==> src/rtl/instruction_fetch_unit.sv <==
// Fetch stage: drives PC to the instruction memory, buffers {PC, word} pairs in a small FIFO for decode.
// Optional macro FETCH_PERF_COUNT_EN adds saturating fetch/stall counters.
module instruction_fetch_unit #(
  parameter int unsigned                 DATA_WIDTH = 32,
  parameter logic [DATA_WIDTH-1:0]       RESET_PC   = 32'h0040_0000,
  parameter logic [DATA_WIDTH-1:0]       TEXT_BASE  = 32'h0040_0000,
  parameter int unsigned                 TEXT_DEPTH = 64,
  parameter int unsigned                 FIFO_DEPTH = 4
) (
  input  logic                  clk,
  input  logic                  reset,
  output logic [DATA_WIDTH-1:0] Address_o,
  input  logic [DATA_WIDTH-1:0] Instruction_i,
  input  logic                  Redirect_i,
  input  logic [DATA_WIDTH-1:0] Redirect_Target_i,
  output logic                  Instr_Valid_o,
  output logic [DATA_WIDTH-1:0] Instr_o,
  output logic [DATA_WIDTH-1:0] Instr_PC_o,
  input  logic                  Instr_Ready_i,
  output logic                  Fault_o,
  output logic [DATA_WIDTH-1:0] Fault_PC_o,
`ifdef FETCH_PERF_COUNT_EN
  output logic [31:0]           Fetch_Count_o,
  output logic [31:0]           Stall_Count_o,
`endif
  output logic                  o_dbg_state
);

  // Decode handshake: an entry leaves the head on a clock edge where
  // Instr_Valid_o && Instr_Ready_i, unless a redirect flushes that same edge.

  localparam int unsigned PTR_W = $clog2(FIFO_DEPTH);
  localparam int unsigned CNT_W = PTR_W + 1;
  localparam logic [DATA_WIDTH-1:0] TEXT_LAST = TEXT_BASE + DATA_WIDTH'(4 * TEXT_DEPTH - 4);

  typedef enum logic {
    ST_RUN   = 1'b0,
    ST_FAULT = 1'b1
  } state_t;

  state_t                r_state;
  state_t                w_state_next;
  logic [DATA_WIDTH-1:0] r_pc;
  logic [DATA_WIDTH-1:0] r_fault_pc;
  logic [DATA_WIDTH-1:0] r_buf_instr [FIFO_DEPTH];
  logic [DATA_WIDTH-1:0] r_buf_pc    [FIFO_DEPTH];
  logic [PTR_W-1:0]      r_wr_ptr;
  logic [PTR_W-1:0]      r_rd_ptr;
  logic [CNT_W-1:0]      r_count;

  logic w_in_range;
  logic w_full;
  logic w_empty;
  logic w_push;
  logic w_pop;
  logic w_fault_latch;
  logic w_stall;

  assign w_in_range = (r_pc[1:0] == 2'b00) && (r_pc >= TEXT_BASE) && (r_pc <= TEXT_LAST);
  assign w_full     = (r_count == CNT_W'(FIFO_DEPTH));
  assign w_empty    = (r_count == '0);
  assign w_pop      = !w_empty && Instr_Ready_i && !Redirect_i;
  assign w_stall    = (r_state == ST_RUN) && w_in_range && w_full;

  // The range check takes priority over the full check, so a bad PC faults even with a full buffer.
  always_comb begin
    w_state_next  = r_state;
    w_push        = 1'b0;
    w_fault_latch = 1'b0;
    if (Redirect_i) begin
      w_state_next = ST_RUN;
    end else if (r_state == ST_RUN) begin
      if (!w_in_range) begin
        w_state_next  = ST_FAULT;
        w_fault_latch = 1'b1;
      end else if (!w_full) begin
        w_push = 1'b1;
      end
    end
  end

  always_ff @(posedge clk) begin
    if (!reset) begin
      r_state    <= ST_RUN;
      r_pc       <= RESET_PC;
      r_fault_pc <= '0;
      r_wr_ptr   <= '0;
      r_rd_ptr   <= '0;
      r_count    <= '0;
      for (int i = 0; i < int'(FIFO_DEPTH); i++) begin
        r_buf_instr[i] <= '0;
        r_buf_pc[i]    <= '0;
      end
    end else begin
      r_state <= w_state_next;
      if (Redirect_i) begin
        r_pc     <= Redirect_Target_i;
        r_wr_ptr <= '0;
        r_rd_ptr <= '0;
        r_count  <= '0;
      end else begin
        if (w_push) begin
          r_buf_instr[r_wr_ptr] <= Instruction_i;
          r_buf_pc[r_wr_ptr]    <= r_pc;
          r_wr_ptr              <= r_wr_ptr + PTR_W'(1);
          r_pc                  <= r_pc + DATA_WIDTH'(4);
        end
        if (w_pop) begin
          r_rd_ptr <= r_rd_ptr + PTR_W'(1);
        end
        case ({w_push, w_pop})
          2'b10:   r_count <= r_count + CNT_W'(1);
          2'b01:   r_count <= r_count - CNT_W'(1);
          default: r_count <= r_count;
        endcase
        if (w_fault_latch) begin
          r_fault_pc <= r_pc;
        end
      end
    end
  end

`ifdef FETCH_PERF_COUNT_EN
  logic [31:0] r_fetch_count;
  logic [31:0] r_stall_count;

  // Counters survive redirects and stick at all-ones.
  always_ff @(posedge clk) begin
    if (!reset) begin
      r_fetch_count <= '0;
      r_stall_count <= '0;
    end else begin
      if (w_push && (r_fetch_count != 32'hFFFF_FFFF)) begin
        r_fetch_count <= r_fetch_count + 32'd1;
      end
      if (w_stall && (r_stall_count != 32'hFFFF_FFFF)) begin
        r_stall_count <= r_stall_count + 32'd1;
      end
    end
  end

  assign Fetch_Count_o = r_fetch_count;
  assign Stall_Count_o = r_stall_count;
`else
  logic w_unused_stall;
  assign w_unused_stall = w_stall;
`endif

  assign Address_o     = r_pc;
  assign Instr_Valid_o = !w_empty;
  assign Instr_o       = r_buf_instr[r_rd_ptr];
  assign Instr_PC_o    = r_buf_pc[r_rd_ptr];
  assign Fault_o       = (r_state == ST_FAULT);
  assign Fault_PC_o    = r_fault_pc;
  assign o_dbg_state   = r_state;

endmodule

==> config.mk <==
export PLATFORM = sky130hd
export DESIGN_NAME = instruction_fetch_unit
export DESIGN_NICKNAME = d
export VERILOG_FILES = /design/src/rtl/instruction_fetch_unit.sv
export SDC_FILE = /design/constraint.sdc
export NUM_CORES = 1
export LEC_CHECK = 0
export ABC_AREA = 1
export BUFFER_PORTS_ARGS = -buffer_cell sky130_fd_sc_hd__buf_2
export CORE_UTILIZATION = 50
export DETAILED_ROUTE_END_ITERATION = 8
export GPL_ROUTABILITY_DRIVEN = 0
export GPL_TIMING_DRIVEN = 0
export PLACE_DENSITY = 0.71
export SLEW_MARGIN = 5
export SYNTH_ARGS = -nofsm -noshare
export SYNTH_HDL_FRONTEND = slang
export SYNTH_SLANG_ARGS = --single-unit
export TNS_END_PERCENT = 5
==> constraint.sdc <==
create_clock -name clk -period 8.85 [get_ports clk]
set_clock_uncertainty 0.1 [all_clocks]
set_input_delay 0.4425 -clock clk [delete_from_list [all_inputs] [get_ports clk]]
set_output_delay 0.4425 -clock clk [all_outputs]
set_load 0.01 [all_outputs]
Word level (Yosys, flattened, before mapping)
Memories as Yosys holds them, arrays and structs flattened. A register that Yosys moved wholly into a read port is not among the register bits.
Index checks and enable logic that the tools add are counted.
{ "totals": {"ram_bits": 256, "inputBits": 68, "reg_bits": 72, "memories": 2, "wordCells": 60} }
{ "mem_list": {"columns": ["name", "depth", "word_bits", "rd", "rd_clocked_by_memory_dff", "wr", "line", "text"], "rows": [
  ["r_buf_instr", 4, 32, 1, 1, 4, "45", "logic [DATA_WIDTH-1:0] r_buf_instr [FIFO_DEPTH];"],
  ["r_buf_pc", 4, 32, 1, 1, 4, "46", "logic [DATA_WIDTH-1:0] r_buf_pc [FIFO_DEPTH];"]
]} }
{ "op_classes": {"n_reduce_logical": 14, "order_cmp": 2, "n_bitwise": 2, "muxes": 26, "eq_ne": 3, "add_sub_neg": 5} }
{ "ops": {"columns": ["operator", "n"], "rows": [
  ["two-way mux 32 bit", 4],
  ["OR reduction 32 bit", 2],
  ["adder 32 x 3 -> 32 bit, second input constant", 1],
  [">= comparator 32 x 23 -> 1 bit, second input constant", 1],
  ["less-or-equal comparator 32 x 23 -> 1 bit, second input constant", 1],
  ["two-way mux 1 bit", 15],
  ["two-way mux 2 bit", 6],
  ["one-hot mux 3 bit (2 select lines)", 1],
  ["adder 2 x 1 -> 2 bit, second input constant", 2],
  ["logical AND 1 bit", 4],
  ["nonzero test 2 bit", 2],
  ["adder 3 x 1 -> 3 bit, second input constant", 1],
  ["equality test 3 bit, second input constant", 1],
  ["logical NOT 3 bit", 1],
  ["subtractor 3 x 1 -> 3 bit, second input constant", 1],
  ["equality test 2 x 1 -> 1 bit, second input constant", 1],
  ["equality test 2 bit, second input constant", 1],
  ["logical NOT 1 bit", 2],
  ["logical NOT 2 bit", 1],
  ["NOT 1 bit", 2],
  ["AND reduction 2 bit", 1],
  ["OR reduction 2 bit", 1]
]} }

Longest topological paths before layout
{ "depth": {"depth_word": 12, "depth_mapped": 15, "mapped_depth_nobuf": 15} }

Least setup slack after synthesis
OpenSTA, ideal clock, no wires.
{ "synth_path": {"path_kind": "register -> register", "from": "reg r_pc[22] (netlist: Address_o[22])", "to": "mem r_buf_instr[1][0] (enable)", "path_slack_ns": 2.428, "stages_incl_launch_ff": 8, "n_path_buf": 0, "setup_time_ns": 0.574, "t_required_ns": 8.176, "arrival_ns": 5.747, "path_cell_list": "dfxtp_1 > or2_2 > nand4_1 > nor2_2 > nand4_4 > nor2_1 > inv_1 > o21ai_0"} }
{ "synth_lines": {"columns": ["item", "line", "text"], "rows": [
  ["start: declaration", "43", "logic [DATA_WIDTH-1:0] r_pc;"],
  ["start signal: assignment", "97", "r_pc <= Redirect_Target_i;"],
  ["start signal: assignment", "106", "r_pc <= r_pc + DATA_WIDTH'(4);"],
  ["end: declaration", "45", null]
]} }

==> key figures <==
Critical path
  • Largest stage delay on the critical path: 510 ps
  • Critical path arrival: roughly 2900 ps
  • Critical Path Most Common Cell: clkbuf_1
  • RR Startpoint: Address_o[21]$_SDFFE_PN0N_
  • Critical Setup Path Class: reg -> out
  • CP max stage cell: clkbuf_1
  • Critical path peak fanout: 10
  • Critical Path, Cell by Cell: clkbuf_1 -> inv_1 -> clkbuf_1 -> clkbuf_1 -> nor2_1 -> o22ai_1 -> buf_2
  • Critical Path Source Type: flop
  • Endpoint class of the critical path: output port
  • Critical Path RT: 8310 ps

Min path
  • Hold crit path type: in -> reg
  • Worst Min Path Start: Redirect_Target_i[22]

Place
  • Dpl cell area: between 0.015 and 0.02 mm2
  • Detail Placement HPWL: ~23 mm
  • Port Buffers: 197
  • Dpl cells: ~1900
  • Post-place setup slack: around 5800 ps

Synthesis
  • Post-synthesis mux area share: 0%
  • Register area share after synthesis: 68.9%
  • Mapped Area: 0.0133 mm2
  • Synth top area share: between 50% and 60%
  • Simple-gate share of the synthesized area: 14.7%
  • Synthesized netlist cell count: 1237
  • Synth Area in Compound Gates: 11.0%
  • Largest family of logic cells by synthesized area: simple AND/OR/NAND/NOR gates
  • Synth Area per Inst: 10.8 um2
  • YS warnings: 0
  • XOR/XNOR Fraction of Synth Area: less than 1%
  • Largest cells by area after synthesis: edfxtp_1 (58%), dfxtp_1 (11%), nor2_1 (6.9%)
  • Seq cells post-synth: 330
  • Yosys top cell by area: edfxtp_1
  • Post-synthesis adder-cell area fraction: 0.432%
  • Count of cell types in the netlist: 27

STA
  • Max Slew Vio Count: 0
  • Worst-margin pin slew: 858 ps
  • Final setup viols: 0
  • Final TNS setup: 0 ps
  • Fin crit period: 3390 ps
  • RSZ-0062 raised after global routing: no
  • Relative slew slack: a little over two fifths
  • Final hold violations: 0
  • Worst setup margin: approximately 5500 ps
  • Fmax: around 300 MHz
  • Final period util: a little under two fifths

Pwr
  • Pwr Density: 208 mW/mm2
  • VDD IR max: between 0.1 and 0.15 mV
  • Leak: 0.00659 uW

Cells and area
  • Commonest non-fill, non-tap cell in the layout: edfxtp_1
  • Area delta synth->final: 23.8%
  • ANT cells: 0
  • Most frequent cells in the layout: edfxtp_1 (256), nor2_1 (243), buf_2 (205), o21ai_0 (146), conb_1 (100)
  • Finished Cell Area: between 0.015 and 0.02 mm2
  • Nets: approximately 1700
  • Layout Cells excl Fill: 1939
  • Share of post-route cells with drive strength above 1: ~17%

Floorplanning
  • Initial Utilization: 51.1%
  • Die Wd: 165 um
  • Die footprint: 0.0273 mm2
  • Ports: 199
  • Die H: 165 um
  • Core area: between 0.02 and 0.03 mm2
  • Rows: 59

Clocking
  • Clk root buf: clkbuf_16
  • Reg clk slew, reported paths: 60 ps
  • CTS sink cnt: 330
  • # resized after CTS: 0
  • TritonCTS clock tree: yes
  • Setup Fix Bufs, Post-CTS: 0
  • Max clock buf depth: 3
  • CTS buffer count: 35
  • Latest clock arrival within the worst-skew pair: 510 ps
  • Hold-fix buffers at CTS: 0
  • CTS H-tree lvls: 2

Detailed routing
  • Iteration-0 DRC count of the detailed router: 816
  • Avg WL per Cell: 18.3 um
  • Via-to-Cell Ratio: 5.39
  • Drt first pass iters: 6
  • Final WL: 35.4 mm
  • DRC violations left: 0
  • DR vias: 10400
  • Remaining antenna violation count after routing: 0

Run
  • Max Cap Viol: 0

Global route
  • Overflow after GRT: 0
  • GRT Overall Usage: 26.0%
  • Largest net degree at the start of global routing: 39
  • Vias in the first global route: ~10000
  • Wire length of the first global-routing pass: 53.5 mm
  • Initial antenna violation count: 0

Status
  • Outcome: complete, no violations
-- state kept, by name, summed over array words and instances (netlist names), named ones only --
register,count
r_rd_ptr,2
Address_o,32
Fault_PC_o,32
r_wr_ptr,2
r_buf_pc,128
r_buf_instr,128
r_count,3
Fault_o,1
-- synth_stat cells --
master / number
nand2_1: 96
o211ai_1: 1
clkinv_1: 2
xnor2_1: 2
a21oi_1: 63
buf_2: 8
nand2_2: 1
nand4_1: 2
dfxtp_1: 74
nor2_1: 243
or2_2: 2
ha_1: 3
clkbuf_1: 75
nor3_1: 80
nand4_4: 1
nor2_2: 2
buf_4: 1
o21ai_0: 148
buf_6: 5
inv_1: 57
edfxtp_1: 256
xor2_1: 3
fa_1: 1
conb_1: 1
nand3_1: 44
inv_2: 2
o22ai_1: 64
-- worst max-delay path, delay by kind of cell, from the launching register on --
family,cells,cell delay (ps)
buf+inv,5,1560
simple gates,1,90
flops,1,310
compound gates,1,370
-- stage by stage --
stage	utilization [%]	hold slack [ps]	total power [uW]
floorplan	-	336	1890
global placement	57.9	346	1980
detailed placement	58.8	349	1980
CTS	63.2	45.5	3430
global route	63.2	75.3	3520
finish	63.2	52.0	3420
-- layout make-up --
class | instances | area, um2
fillers | 2042 | 9580
multi-input cells | 856 | 3940
clock inverters | 15 | 139
plain buffers | 89 | 385
flip-flops and latches | 330 | 9170
inverters | 61 | 229
clock buffers | 48 | 1010
well taps | 335 | 419
repair buffers | 205 | 1190
-- final timing paths --
| kind | end | slack (ps) | cells past startpoint |
|---|---|---|---|
| max | Instr_PC_o[3] | 5460 | 7 |
| min | Address_o[22]$_SDFFE_PN1N_ | 50 | 3 |
| max reg2reg | r_buf_pc[0][6]$_SDFFCE_PN0P_ | 5800 | 11 |
| min reg2reg | Fault_PC_o[27]$_SDFFE_PN0P_ | 360 | 2 |
-- power by group --
part           leakage, uW  internal [uW]  total (uW)  switching [uW]
Clock             0.000561            881        1470             586
Combinational      0.00283           63.9         187             123
Sequential         0.00320           1740        1760            28.5
Total              0.00659           2680        3420             737
-- layer usage --
| metal | wire length [um] | share of wire, % | up-vias | track usage (%) |
|---|---|---|---|---|
| met5 | 0 | 0 | - | 0 |
| met4 | 1120 | 3.2 | 0 | 9.76 |
| met3 | 3150 | 8.9 | 87 | 5.44 |
| met2 | 17000 | 48 | 484 | 43.6 |
| met1 | 14100 | 40 | 4931 | 33.0 |
| li1 | - | - | 4944 | - |
-- cell families (layout without fill, tap and decap cells) --
logic type | Yosys count | count (layout)
AOI/OAI and AO/OA | 276 | 276
DFF | 330 | 330
xor gates and xnor gates | 5 | 5
and+or+nand+nor | 471 | 471
adders and majority gates | 4 | 4
buffers and inverters | 150 | 418
other | 1 | 100
(Power assumes the default switching activity.)
